## src/rtl/flo_alloc_pkg.sv

```systemverilog
// Shared types and constants for the 288-entry bitmap free-list allocator.
package flo_alloc_pkg;

  localparam int FLO_N = 288;
  localparam int FLO_W = 9;

  typedef logic [FLO_W-1:0] flo_idx_t;

  // All-ones index means "no entry".
  localparam flo_idx_t FLO_NONE  = 9'd511;
  localparam flo_idx_t FLO_N_IDX = 9'd288;

  typedef enum logic {
    SCAN  = 1'b0,
    READY = 1'b1
  } flo_alloc_state_t;

endpackage

```

## src/rtl/flo288.sv

```systemverilog
// Find-last-one encoder over a 288-bit vector: returns the highest set bit
// index, or FLO_NONE when the vector is all zeros. Two-level search: 18 groups
// of 16 bits each resolve locally, then the highest non-empty group wins.
module flo288
  import flo_alloc_pkg::*;
(
  input  logic [FLO_N-1:0] vec,
  output flo_idx_t         idx
);

  localparam int GRP  = 16;
  localparam int NGRP = FLO_N / GRP;

  logic [NGRP-1:0] grp_any;
  logic [3:0]      grp_pos [NGRP];

  generate
    for (genvar gi = 0; gi < NGRP; gi++) begin : g_grp
      logic [GRP-1:0] slice;
      logic [3:0]     pos;

      assign slice       = vec[gi*GRP +: GRP];
      assign grp_any[gi] = |slice;
      assign grp_pos[gi] = pos;

      // Highest set bit inside this group (later iterations override earlier).
      always_comb begin
        pos = '0;
        for (int b = 0; b < GRP; b++) begin
          if (slice[b]) pos = b[3:0];
        end
      end
    end
  endgenerate

  // Pick the highest non-empty group and combine with its local position.
  always_comb begin
    idx = FLO_NONE;
    for (int g = 0; g < NGRP; g++) begin
      if (grp_any[g]) idx = flo_idx_t'(g * GRP + int'(grp_pos[g]));
    end
  end

endmodule

```

## src/rtl/flo_bitmap_alloc.sv

```systemverilog
// Bitmap free-list manager for a 288-entry pool (1 = free). Allocation grants
// the highest free index found by a registered find-last-one candidate; frees
// set the bit back and flag double frees / out-of-range indices.
// Optional low-water-mark tracking of free_cnt: define FLO_ALLOC_STATS_EN.
module flo_bitmap_alloc
  import flo_alloc_pkg::*;
(
  input  logic             clk,
  input  logic             rst,
  input  logic             alloc_req,
  output logic             alloc_ack,
  output logic             alloc_fail,
  output logic [FLO_W-1:0] alloc_idx,
  input  logic             free_req,
  input  logic [FLO_W-1:0] free_idx,
  output logic             free_err,
  output logic [FLO_W-1:0] free_cnt,
  output logic [FLO_W-1:0] min_free
);

  logic [FLO_N-1:0] bitmap_reg, bitmap_next;
  logic [FLO_N-1:0] set_vec, clr_vec;
  flo_idx_t         cand_reg, flo_idx;
  logic             cand_v;
  flo_alloc_state_t state_reg, state_next;
  logic             grant, fail_next;
  logic             free_bit, free_ok, free_bad;
  flo_idx_t         free_cnt_reg, free_cnt_next;
  flo_idx_t         alloc_idx_reg;
  logic             alloc_ack_reg, alloc_fail_reg, free_err_reg;

  flo288 u_flo (
    .vec (bitmap_reg),
    .idx (flo_idx)
  );

  assign cand_v = (cand_reg != FLO_NONE);

  // Out-of-range indices behave like an already-free bit so they report an error.
  assign free_bit = (free_idx < FLO_N_IDX) ? bitmap_reg[free_idx] : 1'b1;
  assign free_ok  = free_req && !free_bit;
  assign free_bad = free_req && free_bit;

  // Per-bit decode of the free index (set) and the granted candidate (clear).
  generate
    for (genvar gi = 0; gi < FLO_N; gi++) begin : g_dec
      assign set_vec[gi] = free_ok && (free_idx == flo_idx_t'(gi));
      assign clr_vec[gi] = grant   && (cand_reg == flo_idx_t'(gi));
    end
  endgenerate

  assign bitmap_next = (bitmap_reg | set_vec) & ~clr_vec;

  // Population count moves by at most one per cycle; a simultaneous free and grant cancel.
  always_comb begin
    free_cnt_next = free_cnt_reg;
    case ({free_ok, grant})
      2'b10:   free_cnt_next = free_cnt_reg + 9'd1;
      2'b01:   free_cnt_next = free_cnt_reg - 9'd1;
      default: free_cnt_next = free_cnt_reg;
    endcase
  end

  // FSM next-state: SCAN gives cand one cycle to catch up after every grant/fail.
  always_comb begin
    state_next = state_reg;
    grant      = 1'b0;
    fail_next  = 1'b0;
    case (state_reg)
      SCAN:  state_next = READY;
      READY: begin
        if (alloc_req) begin
          grant      = cand_v;
          fail_next  = !cand_v;
          state_next = SCAN;
        end
      end
      default: state_next = SCAN;
    endcase
  end

  // FSM state register.
  always_ff @(posedge clk) begin
    if (rst) state_reg <= SCAN;
    else     state_reg <= state_next;
  end

  // Bitmap, candidate, counter and response pulses.
  always_ff @(posedge clk) begin
    if (rst) begin
      bitmap_reg     <= '1;
      cand_reg       <= FLO_NONE;
      free_cnt_reg   <= FLO_N_IDX;
      alloc_idx_reg  <= FLO_NONE;
      alloc_ack_reg  <= 1'b0;
      alloc_fail_reg <= 1'b0;
      free_err_reg   <= 1'b0;
    end else begin
      bitmap_reg     <= bitmap_next;
      cand_reg       <= flo_idx;
      free_cnt_reg   <= free_cnt_next;
      alloc_ack_reg  <= grant;
      alloc_fail_reg <= fail_next;
      free_err_reg   <= free_bad;
      if (grant) alloc_idx_reg <= cand_reg;
    end
  end

`ifdef FLO_ALLOC_STATS_EN
  flo_idx_t min_free_reg;

  // Low-water mark of the free count, tracked against the value being loaded.
  always_ff @(posedge clk) begin
    if (rst)                               min_free_reg <= FLO_N_IDX;
    else if (free_cnt_next < min_free_reg) min_free_reg <= free_cnt_next;
  end

  assign min_free = min_free_reg;
`else
  assign min_free = 9'd0;
`endif

  assign alloc_ack  = alloc_ack_reg;
  assign alloc_fail = alloc_fail_reg;
  assign alloc_idx  = alloc_idx_reg;
  assign free_err   = free_err_reg;
  assign free_cnt   = free_cnt_reg;

endmodule

```

## config.mk

```make
export PLATFORM = sky130hd
export DESIGN_NAME = flo_bitmap_alloc
export DESIGN_NICKNAME = d
export VERILOG_FILES = /design/src/rtl/flo_alloc_pkg.sv /design/src/rtl/flo288.sv /design/src/rtl/flo_bitmap_alloc.sv
export SDC_FILE = /design/constraint.sdc
export NUM_CORES = 1
export LEC_CHECK = 0
export ABC_CLOCK_PERIOD_IN_PS = 9300
export BUFFER_PORTS_ARGS = -buffer_cell sky130_fd_sc_hd__buf_4
export CAP_MARGIN = 0
export CORE_ASPECT_RATIO = 0.5
export CORE_MARGIN = 1.5
export CORE_UTILIZATION = 40
export DETAILED_ROUTE_END_ITERATION = 8
export GPL_ROUTABILITY_DRIVEN = 0
export PLACE_DENSITY_LB_ADDON = 0.1
export SLEW_MARGIN = 5
export SYNTH_ARGS = -nofsm -noshare
export SYNTH_HDL_FRONTEND = slang
export SYNTH_HIERARCHICAL = 1
export SYNTH_SLANG_ARGS = --single-unit
```

## constraint.sdc

```tcl
create_clock -name clk -period 9.3 [get_ports clk]
set_clock_uncertainty 0.15 [all_clocks]
set_input_delay 0 -clock clk [delete_from_list [all_inputs] [get_ports clk]]
set_output_delay 0 -clock clk [all_outputs]
set_load 0.005 [all_outputs]
```

==> results.yml <==
power:
  leakagePower_uw: 0.00668
  powerDensity_mw_per_mm2: 144
  ir_drop_v: 0.000100
worst_setup_path:
  crit_start: "free_idx[0]"
  crit_top_cell: "a21oi_1"
  cp_data_required_time_ps: 9520
  crit_fanout: 31
  cpLargestDelayFamily: "compound AO/OA/AOI/OAI gates"
  cpPeakStageDelay_ps: 800
  crit_arrival_ps: 6090
  crit_path_top_delay_cell: "nor2b_1"
  worstSetupPathType: "input pin to register"
  regToRegStartpoint: "bitmap_reg[67]$_SDFF_PP1_"
  path_cells: "buf_4 -> buf_4 -> nor2b_1 -> a22oi_1 -> a21oi_1 -> a311oi_1 -> o31a_1 -> mux2_2 -> a22o_1 -> or2_1 -> ha_1 -> xor2_1 -> ha_1 -> a21oi_1 -> o21bai_1 -> a221oi_1 -> a21oi_1 -> o21a_1 -> nor3_1 -> xnor2_1 -> nor2_1"
  startpoint_type: "input pin"
  cp-end-kind: "register"
  crit_buf_inv: 2
global_route:
  antenna_found_initial: 0
  grt_pass1_wl_um: 126000
  grt-ovfl-total: 0
  grt_max_degree: 74
  use_met1_pct: 48.6
  grt_usage_pct: 33.4
  met3_usage_pct: 10.3
  busiest_layer: "met1"
  grt_pass1_vias: 18100
  met2_usage_pct: 45.5
drt:
  route.detailed.wl_per_inst_um: 29.0
  drc: 0
  vias: 20300
  via_per_inst: 6.86
  ant_nets: 0
  drtIter0Drc: 2674
  wl_um: 85800
  dr.pass1.iters: 6
floorplanning:
  fp.dieArea_mm2: 0.0499
  ios: 43
  rows: 56
  coreArea_mm2: 0.0474
  die_h_um: 159
  floorplan.initialDensity_pct: 41.0
  dieWidth_um: 314
clock_network:
  cts_buffers: 34
  clock-sinks: 319
  clkTransAtPathRegs_ps: 70
  cts_tree: "done"
  insertion_delay_ps: 550
  htree_levels: 2
  clock_path_buffers: 3
  cts_setup_buffers: 0
  cts-root-buf: "clkbuf_16"
synthesis:
  synthAdderAreaFrac_pct: 0.194
  yosys-top-cells-area: "dfxtp_1 (33%), nor2_1 (7.6%), o32a_1 (5.3%)"
  synth.distinct_cells: 95
  yosysSeqAreaShare_pct: 32.9
  synth-main-ff-cell: "dfxtp_1"
  synthesis.instances: 2363
  syn_avg_cell_area_um2: 8.21
  async_flop_share_pct: 0
  synth_top_family_by_area: "compound AO/OA/AOI/OAI gates"
  synth_mux_area_share_pct: 10.1
  synth_compound_area_share_pct: 27.2
  yosysWarnings: 6
  synth_top_area_share_pct: 32.9
  synth_simple_gate_area_share_pct: 23.6
  syn-cell-area_mm2: 0.0194
  synth_xor_area_share_pct: 0.406
  yosysTopAreaCell: "dfxtp_1"
  synth_edf_count: 0
  ys_ff_latch: 319
run_status:
  status: "complete, no violations"
placed_design:
  place_area_mm2: 0.0199
  dp_slack_ps: 3130
  portBuffers: 33
  dpl.cell_count: 2895
  dp_hpwl_um: 58000
finish:
  stdcell_count: 2963
  area_growth_pct: 8.77
  largest_register_ffs: 288
  multi_input_area_mm2: 0.0120
  fin_area_mm2: 0.0211
  nFillCells: 4741
  drive_gt1_share_pct: 9.47
  ff_latch_area_mm2: 0.00639
  nets: 2319
sta:
  fmax_mhz: 170
  setup_ws_ps: 3430
  drv_slew: 0
  finalHoldViolations: 0
  maxSlewHeadroom_pct: 12.5
  final.setup.tns_ps: 0
  worst_slew_pin_slew_ps: 1310
  setup_viol: 0
  min_period_ps: 5870
  fin_crit_sh_pct: 63.1
  rsz0062_at_grt: "false"
job:
  max_cap_viol_count: 0
min_path:
  hold_class: "input pin to register"
  hp-start: "alloc_req"
report_power, final:
group | leakage [uW] | switching, uW | total (uW) | internal (uW)
clock network | 0.000547 | 616 | 1470 | 855
registers | 0.00259 | 11.2 | 1380 | 1370
logic | 0.00355 | 138 | 190 | 52.5
metal layers:
| layer | vias to the layer above | wire length (um) |
|---|---|---|
| li1 | 8832 | - |
| met4 | 0 | 3370 |
| met1 | 9998 | 37300 |
| met2 | 1287 | 34100 |
| met5 | - | 0 |
| met3 | 200 | 11100 |
worst paths after layout:
kind,endpoint,slack (ps),cells past startpoint
max,free_cnt[6]$_SDFFE_PP0P_,3430,21
min,state_reg$_SDFF_PP0_,70,3
max reg2reg,free_cnt[6]$_SDFFE_PP0P_,3770,18
min reg2reg,state_reg$_SDFF_PP0_,310,1
logic make-up (layout without fill, tap and decap cells):
logic type               count (synthesis)  after routing
buffers and inverters                  232            185
multiplexers                           113            113
AND/OR/NAND/NOR                        944            944
other                                    1             10
AO/OA/AOI/OAI                          742            742
adder cells (fa/ha/maj)                  3              3
flip-flops                             319            319
XOR/XNOR                                 9              9
area by class of cell:
cell class | count | area share [%]
clock buffers | 47 | 4.51
diodes | 1 | 0.0119
clock inverters | 10 | 0.872
multi-input cells | 1820 | 56.8
inverters | 53 | 0.955
well taps | 638 | 3.78
flip-flops and latches | 319 | 30.3
repair buffers | 75 | 2.81
worst register-to-register path, stage by stage, from the launching register on:
cell and delay, ps:
dfxtp_1 360, mux4_1 540, mux4_2 490, o211ai_2 250, nand2_1 170, mux2_2 340
a22o_1 240, or2_1 360, ha_1 520, xor2_1 250, ha_1 210, a21oi_1 230
o21bai_1 120, a221oi_1 380, a21oi_1 130, o21a_1 210, nor3_1 180, xnor2_1 140
nor2_1 50
synthesized netlist by cell type (all sizes together) (14+ instances only):
cell type / instances
nor2b: 39
a21oi: 138
o311ai: 74
mux2i: 45
a31oi: 15
a21o: 37
or3: 23
o31ai: 45
a211oi: 26
o32a: 103
o22ai: 21
nand2: 178
nor2: 393
clkbuf: 117
buf: 61
nor4: 67
nand3: 34
and2: 25
mux4: 60
nand2b: 47
inv: 52
or2: 14
a22oi: 16
o21ai: 168
nor3: 55
dfxtp: 319
or4: 17
nand4: 19
metrics by stage:
step	utilization [%]	hold slack [ps]	total power [uW]
2_1_floorplan	-	-58.1	1530
3_3_place_gp	41.9	47.8	1590
3_5_place_dp	41.9	52.9	1590
4_1_cts	44.5	56.4	3040
5_1_grt	44.5	92.8	3110
6_report	44.5	68.5	3040
what timing repair did:
item                                   CTS  global route
hold buffers                            10             0
endpoints found under the hold margin   85             0
resized for setup                        0             0
cells in the final DEF (no fill, tap or decap), drive strengths merged, types with 6 or more instances in the layout:
cell           n
nand2b        47
nand2        178
nor3b          8
nand3         34
dlygate4sd3   10
or3           23
xor2           6
clkbuf        47
a22oi         16
a221o         10
nor2b         39
nor2         393
o32a         103
a32oi         13
nor4          67
a21oi        138
mux4          60
nand4         19
buf           65
mux2           8
o211ai        12
o22ai         21
inv           53
o311ai        74
or2           14
a211oi        26
o31ai         45
nor3          55
dfxtp        319
or4           17
o21ai        168
a2111oi       11
mux2i         45
and2          25
conb           9
a221oi        11
a31oi         15
a21o          37
(Power assumes the default switching activity.)
